[src/rtl/dither_pkg.sv]
// Shared constants, FSM state type and the LFSR step function for the
// dither arbiter slice.
package dither_pkg;

  localparam int LFSR_W = 20;
  localparam int TAP_A  = 19;
  localparam int TAP_B  = 16;
  localparam logic [LFSR_W-1:0] DEFAULT_SEED_C = 20'h00001;
  localparam logic [4:0] MAX_SHIFT = 5'd19;

  typedef enum logic {
    ST_WARMUP = 1'b0,
    ST_RUN    = 1'b1
  } dither_state_e;

  // Fibonacci step for x^20 + x^17 + 1.
  function automatic logic [LFSR_W-1:0] lfsr_step(input logic [LFSR_W-1:0] q);
    return {q[LFSR_W-2:0], q[TAP_A] ^ q[TAP_B]};
  endfunction

endpackage

[src/rtl/dither_arbiter_lfsr_core.sv]
// 20-bit LFSR register: load beats step, async active-low reset to SEED.
module lfsr_core
  import dither_pkg::*;
#(
  parameter logic [LFSR_W-1:0] SEED = DEFAULT_SEED_C
) (
  input  logic              clk_i,
  input  logic              rst_ni,
  input  logic              step_i,
  input  logic              load_i,
  input  logic [LFSR_W-1:0] load_val_i,
  output logic [LFSR_W-1:0] q_o
);

  logic [LFSR_W-1:0] q_q;
  logic [LFSR_W-1:0] q_d;

  always_comb begin
    q_d = q_q;
    if (load_i) begin
      q_d = load_val_i;
    end else if (step_i) begin
      q_d = lfsr_step(q_q);
    end
  end

  always_ff @(posedge clk_i or negedge rst_ni) begin
    if (!rst_ni) begin
      q_q <= SEED;
    end else begin
      q_q <= q_d;
    end
  end

  assign q_o = q_q;

endmodule

[src/rtl/dither_arbiter.sv]
// Shares one LFSR dither source among NUM_CH channels: seeding, warm-up,
// then round-robin grants that each consume exactly one LFSR draw.
// Handshake: req_i is a level sampled every edge; a grant is the registered
// one-hot gnt_o with dither_valid_o, one cycle after the sampling edge.
module dither_arbiter
  import dither_pkg::*;
#(
  parameter int                NUM_CH       = 4,
  parameter int                WARMUP       = 64,
  parameter logic [LFSR_W-1:0] DEFAULT_SEED = DEFAULT_SEED_C
) (
  input  logic                      clock,
  input  logic                      reset_n,
  input  logic [LFSR_W-1:0]         seed_i,
  input  logic                      seed_load_i,
  input  logic [4:0]                shift_i,
  input  logic [NUM_CH-1:0]         req_i,
  output logic [NUM_CH-1:0]         gnt_o,
  output logic                      dither_valid_o,
  output logic [$clog2(NUM_CH)-1:0] dither_ch_o,
  output logic signed [LFSR_W-1:0]  dither_o,
  output logic                      ready_o,
  output dither_state_e             dbg_state_o
);

  localparam int CH_W  = $clog2(NUM_CH);
  localparam int CNT_W = (WARMUP > 1) ? $clog2(WARMUP) : 1;
  localparam logic [CNT_W-1:0] CNT_LAST = CNT_W'((WARMUP > 0) ? WARMUP - 1 : 0);
  localparam dither_state_e RESET_ST = (WARMUP == 0) ? ST_RUN : ST_WARMUP;

  dither_state_e            state_q;
  logic [CNT_W-1:0]         cnt_q;
  logic [CH_W-1:0]          ptr_q;
  logic [NUM_CH-1:0]        gnt_q;
  logic                     valid_q;
  logic [CH_W-1:0]          ch_q;
  logic signed [LFSR_W-1:0] dither_q;

  logic [LFSR_W-1:0] lfsr_q;
  logic [LFSR_W-1:0] seed_d;
  logic              found;
  logic [CH_W-1:0]   win;
  logic [CH_W-1:0]   idx;
  logic [CH_W-1:0]   ptr_d;
  logic [4:0]        shift_sat;
  logic              grant_now;
  logic              lfsr_step_en;

  // Cyclic search starting at the pointer; first requester found wins.
  always_comb begin
    found = 1'b0;
    win   = '0;
    idx   = ptr_q;
    for (int i = 0; i < NUM_CH; i++) begin
      if (!found && req_i[idx]) begin
        found = 1'b1;
        win   = idx;
      end
      idx = (idx == CH_W'(NUM_CH - 1)) ? '0 : idx + CH_W'(1);
    end
  end

  assign ptr_d        = (win == CH_W'(NUM_CH - 1)) ? '0 : win + CH_W'(1);
  assign shift_sat    = (shift_i > MAX_SHIFT) ? MAX_SHIFT : shift_i;
  assign seed_d       = (seed_i == '0) ? DEFAULT_SEED : seed_i;
  assign grant_now    = (state_q == ST_RUN) && found && !seed_load_i;
  assign lfsr_step_en = !seed_load_i && ((state_q == ST_WARMUP) || grant_now);

  lfsr_core #(
    .SEED(DEFAULT_SEED)
  ) u_lfsr (
    .clk_i     (clock),
    .rst_ni    (reset_n),
    .step_i    (lfsr_step_en),
    .load_i    (seed_load_i),
    .load_val_i(seed_d),
    .q_o       (lfsr_q)
  );

  always_ff @(posedge clock or negedge reset_n) begin
    if (!reset_n) begin
      state_q  <= RESET_ST;
      cnt_q    <= '0;
      ptr_q    <= '0;
      gnt_q    <= '0;
      valid_q  <= 1'b0;
      ch_q     <= '0;
      dither_q <= '0;
    end else begin
      gnt_q   <= '0;
      valid_q <= 1'b0;
      if (seed_load_i) begin
        state_q <= RESET_ST;
        cnt_q   <= '0;
      end else begin
        case (state_q)
          ST_WARMUP: begin
            if (cnt_q == CNT_LAST) begin
              state_q <= ST_RUN;
              cnt_q   <= '0;
            end else begin
              cnt_q <= cnt_q + CNT_W'(1);
            end
          end
          ST_RUN: begin
            if (grant_now) begin
              gnt_q    <= {{(NUM_CH-1){1'b0}}, 1'b1} << win;
              valid_q  <= 1'b1;
              ch_q     <= win;
              dither_q <= $signed(lfsr_q) >>> shift_sat;
              ptr_q    <= ptr_d;
            end
          end
          default: state_q <= ST_WARMUP;
        endcase
      end
    end
  end

  assign gnt_o          = gnt_q;
  assign dither_valid_o = valid_q;
  assign dither_ch_o    = ch_q;
  assign dither_o       = dither_q;
  assign ready_o        = (state_q == ST_RUN);
  assign dbg_state_o    = state_q;

endmodule
[config.mk]
export PLATFORM = sky130hd
export DESIGN_NAME = dither_arbiter
export DESIGN_NICKNAME = d
export VERILOG_FILES = /design/src/rtl/dither_pkg.sv /design/src/rtl/dither_arbiter_lfsr_core.sv /design/src/rtl/dither_arbiter.sv
export SDC_FILE = /design/constraint.sdc
export NUM_CORES = 1
export LEC_CHECK = 0
export BUFFER_PORTS_ARGS = -buffer_cell sky130_fd_sc_hd__buf_2
export CORE_ASPECT_RATIO = 0.7
export CORE_UTILIZATION = 45
export CTS_BUF_LIST = sky130_fd_sc_hd__clkbuf_2 sky130_fd_sc_hd__clkbuf_4 sky130_fd_sc_hd__clkbuf_8
export DETAILED_ROUTE_END_ITERATION = 10
export HOLD_SLACK_MARGIN = 0.15
export PLACE_DENSITY = 0.67
export SLEW_MARGIN = 20
export SYNTH_ARGS = -nofsm -noshare
export SYNTH_HDL_FRONTEND = slang
export SYNTH_SLANG_ARGS = --single-unit
[constraint.sdc]
create_clock -name clock -period 2.46 [get_ports clock]
set_input_delay 0.369 -clock clock [delete_from_list [all_inputs] [get_ports clock]]
set_output_delay 0.369 -clock clock [all_outputs]
set_load 0.02 [all_outputs]
[After elaboration in Yosys (flattened, before gate mapping)]
Cells that the tools add are included.
Word-level totals
  flip-flop bits (word level): 56
  input port bits: 32
  logic and storage cells: 79
Operators by class
  add/sub/neg operators: 5
  order comparisons: 5
  equal/unequal tests: 6
  shift-type cells: 2
  muxes and demuxes: 36
  bitwise gates (word level): 3
  reductions and logical operators: 14
Operators by type and width (number)
  two-way mux 20 bit: 3
  logical NOT 20 bit: 1
  >>> shifter 20 x 5 -> 20 bit: 1
  two-way mux 6 bit: 3
  two-way mux 2 bit: 8
  two-way mux 1 bit: 14
  less-than comparator 2 x 3 -> 1 bit (second input constant): 4
  two-way mux 4 bit: 3
  adder 2 x 1 -> 2 bit (second input constant): 4
  binary-select mux 1 bit (select 2 bit): 4
  equality test 2 bit (second input constant): 4
  adder 6 x 1 -> 6 bit (second input constant): 1
  equality test 6 bit (second input constant): 1
  logical AND 1 bit: 6
  greater-than comparator 5 bit (second input constant): 1
  two-way mux 5 bit: 1
  logical NOT 1 bit: 4
  << shifter 1 x 2 -> 4 bit (first input constant): 1
  AND reduction 3 bit: 1
  != test 2 bit (second input constant): 1
  NOT 1 bit: 2
  nonzero test 2 bit: 1
  logical OR 1 bit: 1
  XOR 1 bit: 1

[Depth between registers and ports, before layout]
  depth after elaboration: 18
  mapped depth: 10

[Modules after synthesis]
A second synthesis with hierarchy kept.
Unflattened totals
  cell total of the unflattened synthesis: 505
  area total of the unflattened synthesis: 4260.3 sq um
By module, submodules not included
  dither_arbiter: times used 1, cells an instance 417, area an instance 3320.7 sq um
  lfsr_core: times used 1, cells an instance 88, area an instance 939.7 sq um

[Worst setup path before layout]
No wires, ideal clock.
  path kind: reg2reg
  start: register ptr_q[0]
  end: register ptr_q[1]
  setup time: 0.129 ns
  data arrival time: 2.451 ns
  slack: -0.121 ns
  cell stages (with the launch flop): 10
  path through: dfrtp_1 -> ha_1 -> xnor2_1 -> o41ai_4 -> o31a_1 -> a221oi_2 -> inv_1 -> ha_1 -> nand3_1 -> o21ai_0
On the way
  elaborated cells on any way between the ends: 37
RTL lines
  start: declaration: RTL line dither_arbiter.sv:33  | logic [CH_W-1:0] ptr_q;
  start signal: assignment: RTL line dither_arbiter.sv:111  | ptr_q <= ptr_d;
  parallel branches: the longest is 11 deep, another holds adder 2 x 1 -> 2 bit
  two-way mux 2 bit (*): RTL line dither_arbiter.sv:55  | if (!found && req_i[idx]) begin
  net win[0]: RTL line dither_arbiter.sv:42  | logic [CH_W-1:0] win;
  adder 2 x 1 -> 2 bit / equality test 2 bit (equally long branches): RTL line dither_arbiter.sv:63  | assign ptr_d = (win == CH_W'(NUM_CH - 1)) ? '0 : win + CH_W'(1);
  two-way mux 2 bit (*): RTL line dither_arbiter.sv:63
  net ptr_d[1]: RTL line dither_arbiter.sv:44  | logic [CH_W-1:0] ptr_d;
Mark *: on every way through the listed nets, which the timed path passes. The select of a mux whose other input is x is not followed.
A chain may end at the register's enable or synchronous reset.

[Worst setup path after layout]
Ends and elaborated chain as after synthesis.

==> impl_metrics.csv <==
group,metric,value,unit
status,status,"finished with violations",
status,violations,"negative setup slack",
critical_path,cp.required,2690,ps
routing,vias_per_cell,6.34,
critical_path,crit_path_start,"ptr_q[0]$_DFFE_PN0P_",
power_and_ir_drop,power.ir.vdd_worst,0.000278,V
placement,number_of_buffer_cells_added_on_primary_ports,60,
critical_path,arrival,2720,ps
critical_path,r2r-start,"ptr_q[0]$_DFFE_PN0P_",
yosys,synth_ff_type,"sky130_fd_sc_hd__dfrtp_1",
timing,finClkSkew,11.0,ps
floorplan,initial_core_util,47.5,%
yosys,syn_area_per_cell,8.91,um2
floorplan,area_of_the_die,10200,um2
critical_path,critical_path.slowest_cell,"sky130_fd_sc_hd__or4b_4",
critical_path,crit_fanout,6,
placement,routabilityCongestion,0.982,
yosys,ys_async_sr_fraction,100,%
global_routing,grt_max_degree,57,
placement,placement.setup.worst_slack,-132,ps
final_layout,syn_to_final_growth,20.8,%
global_routing,first_global_vias,4135,
timing,final_min_period_over_clock_period,101,%
floorplan,top_level_ports,61,
cts,cts_max_path_buffers,2,
final_layout,layout.filler_cells,858,
floorplan,die_height,84.8,um
cts,clockRootBuffer,"sky130_fd_sc_hd__clkbuf_8",
critical_path,path_cells,"ha_4, or4b_4, o41ai_4, o31a_1, nand2_2, a32oi_2, ha_1, nand3_1, o21ai_1",
timing,final_hold_violation_count,0,
placement,dpl.hpwl,10000,um
critical_path,worst_setup_path_end_kind,"flop",
timing,layout_min_cycle_time,2500,ps
job,drv_cap,0,
routing,post_drt_wl_per_cell,20.0,um
yosys,yosys.cell_types.count,78,
final_layout,layout-drive-gt1-share,29.8,%
routing,drt_pre_antenna_iters,7,
critical_path,timing.critical_path.max_delay_family,"simple AND/OR/NAND/NOR gates",
power_and_ir_drop,power.static_leakage,2.45,nW
routing,final_antenna_net_count,0,
critical_path,worstPathBufferInverterCount,0,
timing,unrepaired_setup_endpoints_after_global_routing,"yes",
yosys,syn-num-nets,533,
global_routing,grt.overflow.total,0,
timing,setup-violations-final,4,
final_layout,nets,604,
yosys,synth.yosys.seq_area_share,31.8,%
yosys,yosysTopAreaCell,"sky130_fd_sc_hd__dfrtp_1",
critical_path,worst_setup_slack_for_register_to_register_paths,-40,ps
timing,layout_setup_ws,-35.9,ps
placement,placedInstanceArea,5050,um2
routing,drt-total-wl,13800,um
final_layout,postLayoutCoreUtil,57.3,%
global_routing,grtUsageTotal,27.5,%
yosys,yosysTopAreaCellShare,31.2,%
floorplan,rows,29,
global_routing,number_of_antenna_violations_at_the_first_check_in_global_routing,0,
timing,worst_pin_slew,712,ps
critical_path,worst_setup_path_start_kind,"flop",
cts,insertion_delay_to_the_later_sink_of_the_worst_skew_pair,330,ps
global_routing,grt_first_pass_wirelength,21900,um
critical_path,worst_path_largest_cell_delay,540,ps
final_layout,finish.instance_area,5330,um2
cts,clock_tree.htree_level_count,2,
yosys,netlist_instances,495,
routing,initialDrtViolationCount,487,
yosys,yosys_warnings,0,
floorplan,die_width,120,um
floorplan,core-area,9290,um2
yosys,synthTopCellsByCount,"sky130_fd_sc_hd__dfrtp_1, sky130_fd_sc_hd__a21oi_1, sky130_fd_sc_hd__nor2_1, sky130_fd_sc_hd__mux2i_1, sky130_fd_sc_hd__clkbuf_1",
cts,clock_tree_from_tritoncts,"built",
routing,vias,4379,
yosys,synthMostInstantiatedCell,"sky130_fd_sc_hd__dfrtp_1",
routing,drc,0,
cts,cts_num_sinks,56,
critical_path,setup.worst_path.class,"reg -> reg",
power_and_ir_drop,power_density,418,nW/um2
cts,cts_hold_buf,0,
min_path,hold_class,"in -> async",
yosys,synth_area,4410,um2
timing,maxSlewViolCount,0,
yosys,synthTopCellsByArea,"sky130_fd_sc_hd__dfrtp_1, sky130_fd_sc_hd__mux2i_1, sky130_fd_sc_hd__a21oi_1",
cts,cts.clk_slew.worst_paths,110,ps
timing,timing.slew.headroom,52.5,%
cts,numCtsBuffers,5,
yosys,synth_edf_count,0,
final_layout,antenna_cells,0,
timing,achievable-frequency,0.401,GHz
yosys,ys_ff_latch,56,
power breakdown:
group / total, mW / switching (mW) / internal [mW]
combinational: 0.617 / 0.352 / 0.265
sequential: 1.04 / 0.0814 / 0.961
clock: 0.566 / 0.329 / 0.236
total: 2.23 / 0.763 / 1.46
state kept, by name, indices dropped and copies added, names as in the netlist:
name / count
cnt_q: 6
dbg_state_o: 1
dither_ch_o: 2
dither_o: 20
dither_valid_o: 1
gnt_o: 4
ptr_q: 2
u_lfsr.q_o: 20
area by class of cell:
| class | instances | area (um2) | share of cell area, % |
|---|---|---|---|
| Sequential cell | 56 | 1400 | 26.3 |
| Inverter | 13 | 52.6 | 0.987 |
| Clock inverter | 2 | 18.8 | 0.352 |
| Tap cell | 124 | 155 | 2.91 |
| Timing Repair Buffer | 115 | 782 | 14.7 |
| Clock buffer | 6 | 82.6 | 1.55 |
| Multi-Input combinational cell | 375 | 2830 | 53.2 |
cells in the final DEF (no fill, tap or decap), drive strengths merged, types with 4 or more instances in the layout:
cell type	n
buf	115
dfrtp	55
a21oi	50
nor2	43
mux2i	37
o21ai	22
nand2	18
nor3	14
mux2	14
and3	13
inv	13
nor2b	10
a31oi	10
nand3	8
o32a	7
nand2b	6
a22oi	6
o211ai	6
a211oi	6
clkbuf	6
o31ai	6
ha	6
nor4	5
o31a	5
mux4	4
a311oi	4
a2111oi	4
a21boi	4
path summary, 6_finish.rpt:
check | to | depth (start not counted)
setup / recovery | ptr_q[1]$_DFFE_PN0P_ | 9
hold / removal | dither_valid_o$_DFF_PN0_ | 2
setup reg to reg | ptr_q[1]$_DFFE_PN0P_ | 9
hold reg to reg | dither_o[3]$_DFFE_PN0P_ | 1
max in group asynchronous | u_lfsr.q_o[14]$_DFFE_PN0P_ | 2
min in group clock | u_lfsr.q_o[6]$_DFFE_PN0P_ | 3
metal layers:
layer / GRT usage, % / wire length [um] / vias to the layer above
li1: - / - / 2031
met1: 42.3 / 6560 / 2113
met2: 39.8 / 5930 / 214
met3: 5.31 / 1170 / 21
met4: 5.39 / 178 / 0
met5: 0 / 0 / -
through the flow:
step,power (mW),hold WS [ps],cells,setup TNS (ps)
2_1_floorplan,1.40,73.4,495,0
3_3_place_gp,1.63,479,673,-17.8
3_5_place_dp,1.64,489,673,-173
4_1_cts,2.21,202,686,0
5_1_grt,2.34,220,691,-329
6_report,2.23,157,691,-67.3
repair_timing:
item,4_1_cts,5_1_grt
gates resized for setup,6,17
pin swaps,3,9
buffers inserted,5,5
endpoints found under the setup margin,5,14
kinds of logic (layout without fill, tap and decap cells):
family,count (synthesis),in the layout,synth area share (%)
xor+xnor,5,5,0.993
flops,56,56,31.8
mux,55,55,14.4
simple gates,137,137,16.5
fa+ha+maj,6,6,1.70
compound gates,172,172,28.2
buf+inv,64,136,6.44
Power figures use the tool's default switching activity.
